<file path="config.mk">
export PLATFORM = sky130hd
export DESIGN_NAME = execute_stage
export DESIGN_NICKNAME = d
export VERILOG_FILES = /design/src/rtl/exec_pkg.sv /design/src/rtl/exec_alu.sv /design/src/rtl/execute_stage.sv
export SDC_FILE = /design/constraint.sdc
export NUM_CORES = 2
export LEC_CHECK = 0
export CELL_PAD_IN_SITES_DETAIL_PLACEMENT = 0
export CELL_PAD_IN_SITES_GLOBAL_PLACEMENT = 2
export CORE_UTILIZATION = 40
export CTS_CLUSTER_SIZE = 25
export DETAILED_ROUTE_END_ITERATION = 10
export GPL_ROUTABILITY_DRIVEN = 0
export PLACE_DENSITY = 0.94
export RECOVER_POWER = 100
export SLEW_MARGIN = 10
export SYNTH_ARGS = -nofsm -noshare
export SYNTH_HDL_FRONTEND = slang
export SYNTH_HIERARCHICAL = 1
export SYNTH_SLANG_ARGS = --single-unit
</file>
<file path="constraint.sdc">
create_clock -name clk -period 11.4 [get_ports clk]
set_clock_uncertainty 0.1 [all_clocks]
set_input_delay 2.28 -clock clk [delete_from_list [all_inputs] [get_ports clk]]
set_output_delay 2.28 -clock clk [all_outputs]
set_load 0.005 [all_outputs]
</file>
<file path="src/rtl/exec_pkg.sv">
// exec_pkg: shared constants, opcode map and decode helpers for the execute
// pipeline (execute_stage + exec_alu).
//   DATA_W / REG_AW / IMM_W : default datapath, register-index and immediate widths
//   OP_*                    : 4-bit opcode encodings
//   is_rt_op()              : opcode takes its B operand from Rt instead of the immediate
//   is_imm_logic_op()       : immediate is zero-extended (logical-immediate ops)
package exec_pkg;

  localparam int DATA_W   = 32;
  localparam int REG_AW   = 4;
  localparam int IMM_W    = 16;
  localparam int NUM_REGS = 1 << REG_AW;

  localparam logic [3:0] OP_NOP  = 4'b0000;
  localparam logic [3:0] OP_ADDI = 4'b0001;
  localparam logic [3:0] OP_SUBI = 4'b0010;
  localparam logic [3:0] OP_LI   = 4'b0011;
  localparam logic [3:0] OP_ANDI = 4'b0100;
  localparam logic [3:0] OP_ORI  = 4'b0101;
  localparam logic [3:0] OP_XORI = 4'b0110;
  localparam logic [3:0] OP_NOT  = 4'b0111;
  localparam logic [3:0] OP_ADD  = 4'b1000;
  localparam logic [3:0] OP_SLLI = 4'b1001;
  localparam logic [3:0] OP_SUB  = 4'b1010;
  localparam logic [3:0] OP_SRLI = 4'b1011;
  localparam logic [3:0] OP_SRAI = 4'b1100;
  localparam logic [3:0] OP_AND  = 4'b1101;
  localparam logic [3:0] OP_OR   = 4'b1110;
  localparam logic [3:0] OP_MUL  = 4'b1111;

  function automatic logic is_rt_op(input logic [3:0] op);
    return op inside {OP_ADD, OP_SUB, OP_AND, OP_OR, OP_MUL};
  endfunction

  function automatic logic is_imm_logic_op(input logic [3:0] op);
    return op inside {OP_ANDI, OP_ORI, OP_XORI};
  endfunction

endpackage

</file>
<file path="src/rtl/exec_alu.sv">
// exec_alu: combinational result generation for one execute-pipeline slot.
//   opcode : operation code (exec_pkg OP_*)
//   a      : Rs operand
//   b      : Rt operand or already-extended immediate (selected upstream)
//   result : DATA_W-bit result, modulo 2^DATA_W
//   carry/ovf (EXECUTE_STATUS_FLAGS_EN only): carry-out / not-borrow and signed
//   overflow for add/sub opcodes, 0 for everything else.
module exec_alu #(
  parameter int DATA_W = exec_pkg::DATA_W
) (
  input  logic [3:0]        opcode,
  input  logic [DATA_W-1:0] a,
  input  logic [DATA_W-1:0] b,
  output logic [DATA_W-1:0] result
`ifdef EXECUTE_STATUS_FLAGS_EN
  ,
  output logic              carry,
  output logic              ovf
`endif
);
  import exec_pkg::*;

  localparam int SH_W = $clog2(DATA_W);
  localparam logic [DATA_W:0] ONE = {{DATA_W{1'b0}}, 1'b1};

  logic [DATA_W:0]   sum, dif;
  logic [SH_W-1:0]   shamt;

  // dif carry bit is the NOT-borrow of a - b
  assign sum   = {1'b0, a} + {1'b0, b};
  assign dif   = {1'b0, a} + {1'b0, ~b} + ONE;
  assign shamt = b[SH_W-1:0];

  always_comb begin
    result = '0;
    case (opcode)
      OP_ADDI, OP_ADD: result = sum[DATA_W-1:0];
      OP_SUBI, OP_SUB: result = dif[DATA_W-1:0];
      OP_LI:           result = b;
      OP_ANDI, OP_AND: result = a & b;
      OP_ORI,  OP_OR:  result = a | b;
      OP_XORI:         result = a ^ b;
      OP_NOT:          result = ~a;
      OP_SLLI:         result = a << shamt;
      OP_SRLI:         result = a >> shamt;
      OP_SRAI:         result = $signed(a) >>> shamt;
      OP_MUL:          result = a * b;
      default:         result = '0;
    endcase
  end

`ifdef EXECUTE_STATUS_FLAGS_EN
  always_comb begin
    carry = 1'b0;
    ovf   = 1'b0;
    case (opcode)
      OP_ADDI, OP_ADD: begin
        carry = sum[DATA_W];
        ovf   = (a[DATA_W-1] == b[DATA_W-1]) && (sum[DATA_W-1] != a[DATA_W-1]);
      end
      OP_SUBI, OP_SUB: begin
        carry = dif[DATA_W];
        ovf   = (a[DATA_W-1] != b[DATA_W-1]) && (dif[DATA_W-1] != a[DATA_W-1]);
      end
      default: ;
    endcase
  end
`endif

endmodule

</file>
<file path="src/rtl/execute_stage.sv">
// execute_stage: three-stage fixed-latency execute pipeline.
//   clk, rst           : clock, asynchronous active-high reset
//   in_valid/opcode/rd : issued instruction (in_valid=0 is a bubble)
//   in_rs/rt_data, imm : operands and 16-bit immediate
//   flush              : drop everything in flight plus the instruction presented now
//   wb_result/rd/en    : register-file write port; result/rd hold while wb_en=0
//   inflight_mask      : destinations of writing instructions in S1..S3
//   flags {Z,N,C,V}    : only with EXECUTE_STATUS_FLAGS_EN, updated on wb_en
// S1 latches decoded operands, S2 the ALU result, S3 the write-back triple.
// Only instructions that will actually write (opcode!=NOP, rd!=0) enter the
// valid pipe, so wb_en and the hazard mask come straight off vld_pipe.
module execute_stage #(
  parameter int DATA_W = exec_pkg::DATA_W,
  parameter int REG_AW = exec_pkg::REG_AW,
  parameter int IMM_W  = exec_pkg::IMM_W
) (
  input  logic                   clk,
  input  logic                   rst,
  input  logic                   in_valid,
  input  logic [3:0]             in_opcode,
  input  logic [REG_AW-1:0]      in_rd,
  input  logic [DATA_W-1:0]      in_rs_data,
  input  logic [DATA_W-1:0]      in_rt_data,
  input  logic [IMM_W-1:0]       in_imm,
  input  logic                   flush,
  output logic [DATA_W-1:0]      wb_result,
  output logic [REG_AW-1:0]      wb_rd,
  output logic                   wb_en,
  output logic [(1<<REG_AW)-1:0] inflight_mask
`ifdef EXECUTE_STATUS_FLAGS_EN
  ,
  output logic [3:0]             flags
`endif
);
  import exec_pkg::*;

  localparam int STAGES = 3;

  logic                issue_wr;
  logic [STAGES:1]     vld_pipe;
  logic [3:0]          s1_op;
  logic [REG_AW-1:0]   s1_rd, s2_rd;
  logic [DATA_W-1:0]   s1_a, s1_b, s2_res;
  logic [DATA_W-1:0]   imm_ext, opb, alu_res;

  assign imm_ext = is_imm_logic_op(in_opcode) ?
                   {{(DATA_W-IMM_W){1'b0}}, in_imm} :
                   {{(DATA_W-IMM_W){in_imm[IMM_W-1]}}, in_imm};
  assign opb     = is_rt_op(in_opcode) ? in_rt_data : imm_ext;

  // R0 writes and NOPs never enter the pipe; flush kills the same-cycle issue
  assign issue_wr = in_valid && !flush && (in_opcode != OP_NOP) && (in_rd != '0);

`ifdef EXECUTE_STATUS_FLAGS_EN
  logic alu_c, alu_v, s2_c, s2_v;

  exec_alu #(.DATA_W(DATA_W)) u_alu (
    .opcode (s1_op),
    .a      (s1_a),
    .b      (s1_b),
    .result (alu_res),
    .carry  (alu_c),
    .ovf    (alu_v)
  );
`else
  exec_alu #(.DATA_W(DATA_W)) u_alu (
    .opcode (s1_op),
    .a      (s1_a),
    .b      (s1_b),
    .result (alu_res)
  );
`endif

  always_ff @(posedge clk or posedge rst) begin
    if (rst) begin
      vld_pipe  <= '0;
      s1_op     <= OP_NOP;
      s1_rd     <= '0;
      s1_a      <= '0;
      s1_b      <= '0;
      s2_rd     <= '0;
      s2_res    <= '0;
      wb_result <= '0;
      wb_rd     <= '0;
    end else begin
      vld_pipe <= flush ? '0 : {vld_pipe[STAGES-1:1], issue_wr};
      if (issue_wr) begin
        s1_op <= in_opcode;
        s1_rd <= in_rd;
        s1_a  <= in_rs_data;
        s1_b  <= opb;
      end
      if (vld_pipe[1]) begin
        s2_rd  <= s1_rd;
        s2_res <= alu_res;
      end
      // outputs hold unless a real write-back is being produced
      if (vld_pipe[2] && !flush) begin
        wb_rd     <= s2_rd;
        wb_result <= s2_res;
      end
    end
  end

`ifdef EXECUTE_STATUS_FLAGS_EN
  always_ff @(posedge clk or posedge rst) begin
    if (rst) begin
      s2_c  <= 1'b0;
      s2_v  <= 1'b0;
      flags <= 4'b0000;
    end else begin
      if (vld_pipe[1]) begin
        s2_c <= alu_c;
        s2_v <= alu_v;
      end
      if (vld_pipe[2] && !flush)
        flags <= {s2_res == '0, s2_res[DATA_W-1], s2_c, s2_v};
    end
  end
`endif

  assign wb_en = vld_pipe[STAGES];

  always_comb begin
    inflight_mask = '0;
    if (vld_pipe[1]) inflight_mask[s1_rd] = 1'b1;
    if (vld_pipe[2]) inflight_mask[s2_rd] = 1'b1;
    if (vld_pipe[3]) inflight_mask[wb_rd] = 1'b1;
  end

endmodule

</file>
Word level (Yosys, flattened, before mapping)
Index checks and enable logic that the tools add are counted.
W data, S select, Z words.

storage, ports and cells
  output and inout bits = 53
  input bits = 92
  register bits after elaboration = 147
  logic and storage cells = 81

operators by class
  shift-type cells = 3
  reductions and logical operators = 16
  order comparisons = 6
  mux-type cells = 13
  $mul = 1
  eq/ne operators = 23
  bitwise operators = 7
  add/sub/neg operators = 3

operator list
  cell                     count
  $pmux W32 S11            1
  $add A32 B32 Y32         2
  $mux W32                 2
  $not A32 Y32             2
  $eq A4 B4 Y1 const B     13
  $mux W16                 3
  $add A32 B1 Y32 const B  1
  $and A32 B32 Y32         1
  $mul A32 B32 Y32         1
  $or A16 B16 Y16          2
  $or A32 B32 Y32          1
  $shl A32 B5 Y32          1
  $shr A32 B5 Y32          1
  $sshr A32 B5 Y32         1
  $xor A32 B32 Y32         1
  $eq A4 B3 Y1 const B     7
  $lt A4 B5 Y1 const B     3
  $demux W1 S4             3
  $ge A4 B1 Y1 const B     3
  $eq A4 B2 Y1 const B     2
  $reduce_bool A4 Y1       2
  $reduce_or A2 Y1         4
  $logic_and A1 B1 Y1      7
  $reduce_bool A5 Y1       1
  other kinds (5)          7

Depth between registers and ports, before layout
  word-level depth = 9
  mapped depth = 31
  mapped depth without buffers = 27

Cells and area by module
Netlist, hierarchy kept.

by module, submodules not included
  module         seq. area each (um^2)  cells each  times used  area each (um^2)
  exec_alu       0.0                    3045        1           24252.0
  execute_stage  3678.5                 495         1           6234.7

Worst setup path before layout
Ideal clock, no wire load.

  kind = register -> register
  start = register s1_b[3]
  end = register s2_res[29]
  setup slack = 2.767 ns
  required time = 11.175 ns
  clock period less this slack = 8.633 ns
  setup time = 0.125 ns
  stages on the path, launching flop included = 31
  arrival = 8.408 ns
  buffers on the path = 7
  cells stage by stage = dfrtp_1 > clkbuf_1 > inv_1 > clkbuf_1 > buf_2 > buf_1 > clkbuf_1 > buf_1 > nor2_1 > fa_1 > inv_1 > fa_1 > fa_1 > fa_1 > inv_1 > fa_1 > fa_1 > fa_1 > fa_1 > ha_1 > clkbuf_1 > and4_1 > nand2_1 > a211oi_1 > a21bo_2 > a31oi_1 > a21oi_1 > and4b_1 > nor4_2 > o21ai_1 > mux2_2

on the way
  cells in the longest elaborated chain, start to end = 4
  elaborated cells between the ends (all ways) = 9
  classes of those cells = add/sub (3); mul (1); shift (3); mux (1); bitwise (1)

RTL lines
  what                                                      line                 RTL
  from (decl)                                               execute_stage.sv:43  logic [DATA_W-1:0] s1_a, s1_b, s2_res;
  from (signal assigned)                                    execute_stage.sv:91  s1_b <= opb;
  branches (longest 3 deep; another with $mul A32 B32 Y32)  -
  $pmux W32 S11 (*)                                         exec_alu.sv:36       case (opcode)
  net alu_res[29]                                           execute_stage.sv:44  logic [DATA_W-1:0] imm_ext, opb, alu_res;
  to (signal assigned)                                      execute_stage.sv:95  s2_res <= alu_res;
  to (decl)                                                 execute_stage.sv:43

Mark *: on every way through the listed nets, which the timed path passes.
A chain may end at the register's enable or synchronous reset.

Worst setup path in the final report
  start = register s1_b[0]
  end = register s2_res[30]

Same word-level chain as after synthesis.

==> impl_metrics.toml <==
[outcome]
status = "complete, but fails checks"
violations = "max-capacitance violations, max-slew violations"

[cells_and_area]
final_util = 0.441
layout_common_cells = "531 x nor2_1, 464 x inv_1, 410 x fa_1, 380 x nand2_1, 219 x ha_1"
syn_to_final_growth_pct = 8.44
design_area_um2 = 33100
nets = 4271
drive_gt1_frac = 0.0839
layout_commonest_cell = "nor2_1"

[die]
die_h_um = 278
rows = 100
die_x_um = 278
ios = 145
core_um2 = 74900
start_util = 0.407
die-area_um2 = 77300

[timing]
max_freq_mhz = 104
setup_tns_ns = 0
slew_violations = 384
fin_crit_ns = 9.60
tightest_slew_ns = 3.93
setup_violations = 0
maxSlewHeadroom = -1.63
rsz0062_at_grt = "no"
hold_viol = 0
post-route-period-util = 0.842
setup_ws_ns = 1.80

[hold_path]
min_to = "wb_result[17]"
worstHoldStart = "wb_result[17]"
hp-class = "flip-flop to flip-flop"
whs_path_depth = 1

[detailed_routing]
firstDrtPassIters = 7
viasPerCell = 6.20
post-route-drc-count = 0
drt_iter0_drc = 3667
ant_nets = 0
wirelength_mm = 125
vias = 28100
wl_per_cell_um = 27.6

[setup_path]
reg2reg_from = "s1_b[0]"
reg2reg_to = "s2_res[30]"
critPathCaptureType = "flip-flop"
cp_max_fo = 42
cp_data_required_time_ns = 11.65
rr_worst_depth = 19
worstSetupStartpointType = "flip-flop"
path_class = "flip-flop to flip-flop"
critPathArrivalTime_ns = 9.85
timing.reg2reg.setup_slack_ns = 1.80

[clock_network]
clk_latency_ns = 0.48
clk_pin_slew_ns = 0.07
cts_buffer_depth = 2
cts_root_buffer = "clkbuf_16"
htree_num_levels = 4
cts_hold_buf = 0
cts_sinks = 147
tritoncts = "yes"
post_cts_buffers = 0
cts_resized = 0
cts_made_buffers = 17

[yosys]
synth_edf_count = 0
synth_top_family_by_area = "adder cells"
synth_area_per_cell_um2 = 8.61
syn_area_um2 = 30500
seq_area_frac_synth = 0.121
synth_cell_types = 96
syn-num-nets = 4261
synth_compound_area_frac = 0.141
yosys.area_share.simple = 0.154
synth_xor_area_frac = 0.0252
synthAdderAreaFrac = 0.359
async_flop_share = 1.00
netlist_instances = 3540
ys.flop_type = "dfrtp_1"
synth_seq_cells = 147
synth_mux_area_frac = 0.100
yosysWarnings = 6

[global_routing]
grt_max_degree = 87
grt.overflow.total = 0
grt_pass1_vias = 27900
grt_usage = 0.326
grt_pass1_wl_mm = 186
antenna_found_initial = 4

[placement]
dpl_worst_slack_ns = 2.97
place_area_um2 = 32600
io_buffers = 144
hpwlAfterDp_mm = 92.8

[job]
drv_cap = 7
[cell families (layout without fill, tap and decap cells)]
logic type | count (synthesis) | after routing
xor gates and xnor gates | 86 | 86
AOI/OAI and AO/OA | 624 | 624
adders and majority gates | 629 | 629
buffers and inverters | 718 | 741
DFF | 147 | 147
muxes | 217 | 217
and+or+nand+nor | 1119 | 1119
other | 0 | 1
[registers in the layout (all words and copies together), names as in the netlist]
name       count
s1_op          4
wb_rd          4
s2_rd          4
s1_a          32
wb_result     32
s1_rd          4
vld_pipe       3
s1_b          32
s2_res        32
[Yosys cell counts, types with 23 or more instances]
cell        n  area, um2
dfrtp_1   147       3680
buf_2      32        160
mux4_2     52       1170
a31oi_1    50        313
o21ai_0   108        541
nor3_1     43        215
mux2_2     92       1040
ha_1      219       2740
fa_1      410       8210
mux2i_1    48        480
buf_1      35        131
a21o_1     33        248
nor2_1    531       1990
a21oi_1   126        631
xnor2_1    64        561
o221ai_1   23        201
clkbuf_1  129        484
nand3_1    37        185
o22ai_1    26        163
a22oi_1    37        278
o211ai_1   24        180
nand2_1   381       1430
mux2_4     25        375
inv_1     467       1750
[worst max-delay path, stage by stage (launching register included)]
cell,delay [ns]
dfrtp_4,0.85
clkbuf_1,1.73
inv_1,0.89
nor2_1,0.54
fa_1,0.46
inv_1,0.15
fa_1,0.45
fa_1,0.51
fa_1,0.57
fa_1,0.45
fa_1,0.53
inv_1,0.06
ha_1,0.35
nand3b_1,0.11
o21ai_0,0.13
a21oi_1,0.18
nand4_1,0.11
a2111oi_0,0.80
nand3_1,0.15
mux2_2,0.30
[cell type report]
| cell class | count | area, um2 |
|---|---|---|
| timing repair buffer | 225 | 2030 |
| fill | 7443 | 41900 |
| antenna | 1 | 2.50 |
| inverter | 484 | 1820 |
| clock inverter | 14 | 161 |
| multi-input combinational | 2675 | 23700 |
| sequential | 147 | 3690 |
| tap | 969 | 1210 |
| clock buffer | 18 | 439 |
[worst max-delay path by stage]
stage,slack (ns),start,to
6_report,1.80,s1_b[0],s2_res[30]
5_1_grt,1.59,s1_b[0],s2_res[31]
4_1_cts,2.93,s1_b[6],s2_res[31]
3_5_place_dp,2.97,s1_b[6],s2_res[31]
3_3_place_gp,3.04,s1_b[6],s2_res[30]
2_1_floorplan,2.77,s1_b[3],s2_res[29]
[stage by stage]
| stage | hold slack [ns] | instances |
|---|---|---|
| 2_1_floorplan | 0.361 | 3540 |
| 4_1_cts | 0.407 | 4532 |
| 6_report | 0.398 | 4533 |
| 3_5_place_dp | 0.390 | 4500 |
| 5_1_grt | 0.414 | 4532 |
| 3_3_place_gp | 0.387 | 4500 |
[metal layers]
metal | track usage | vias to the layer above | wire (um)
li1 | - | 11800 | -
met1 | 0.416 | 13900 | 47800
met2 | 0.482 | 1979 | 53400
met3 | 0.105 | 474 | 15300
met4 | 0.189 | 2 | 8750
met5 | 0 | - | 14
Power is not shown: default switching activity piles up to over one toggle a cycle in this logic, so the estimate is an artifact.
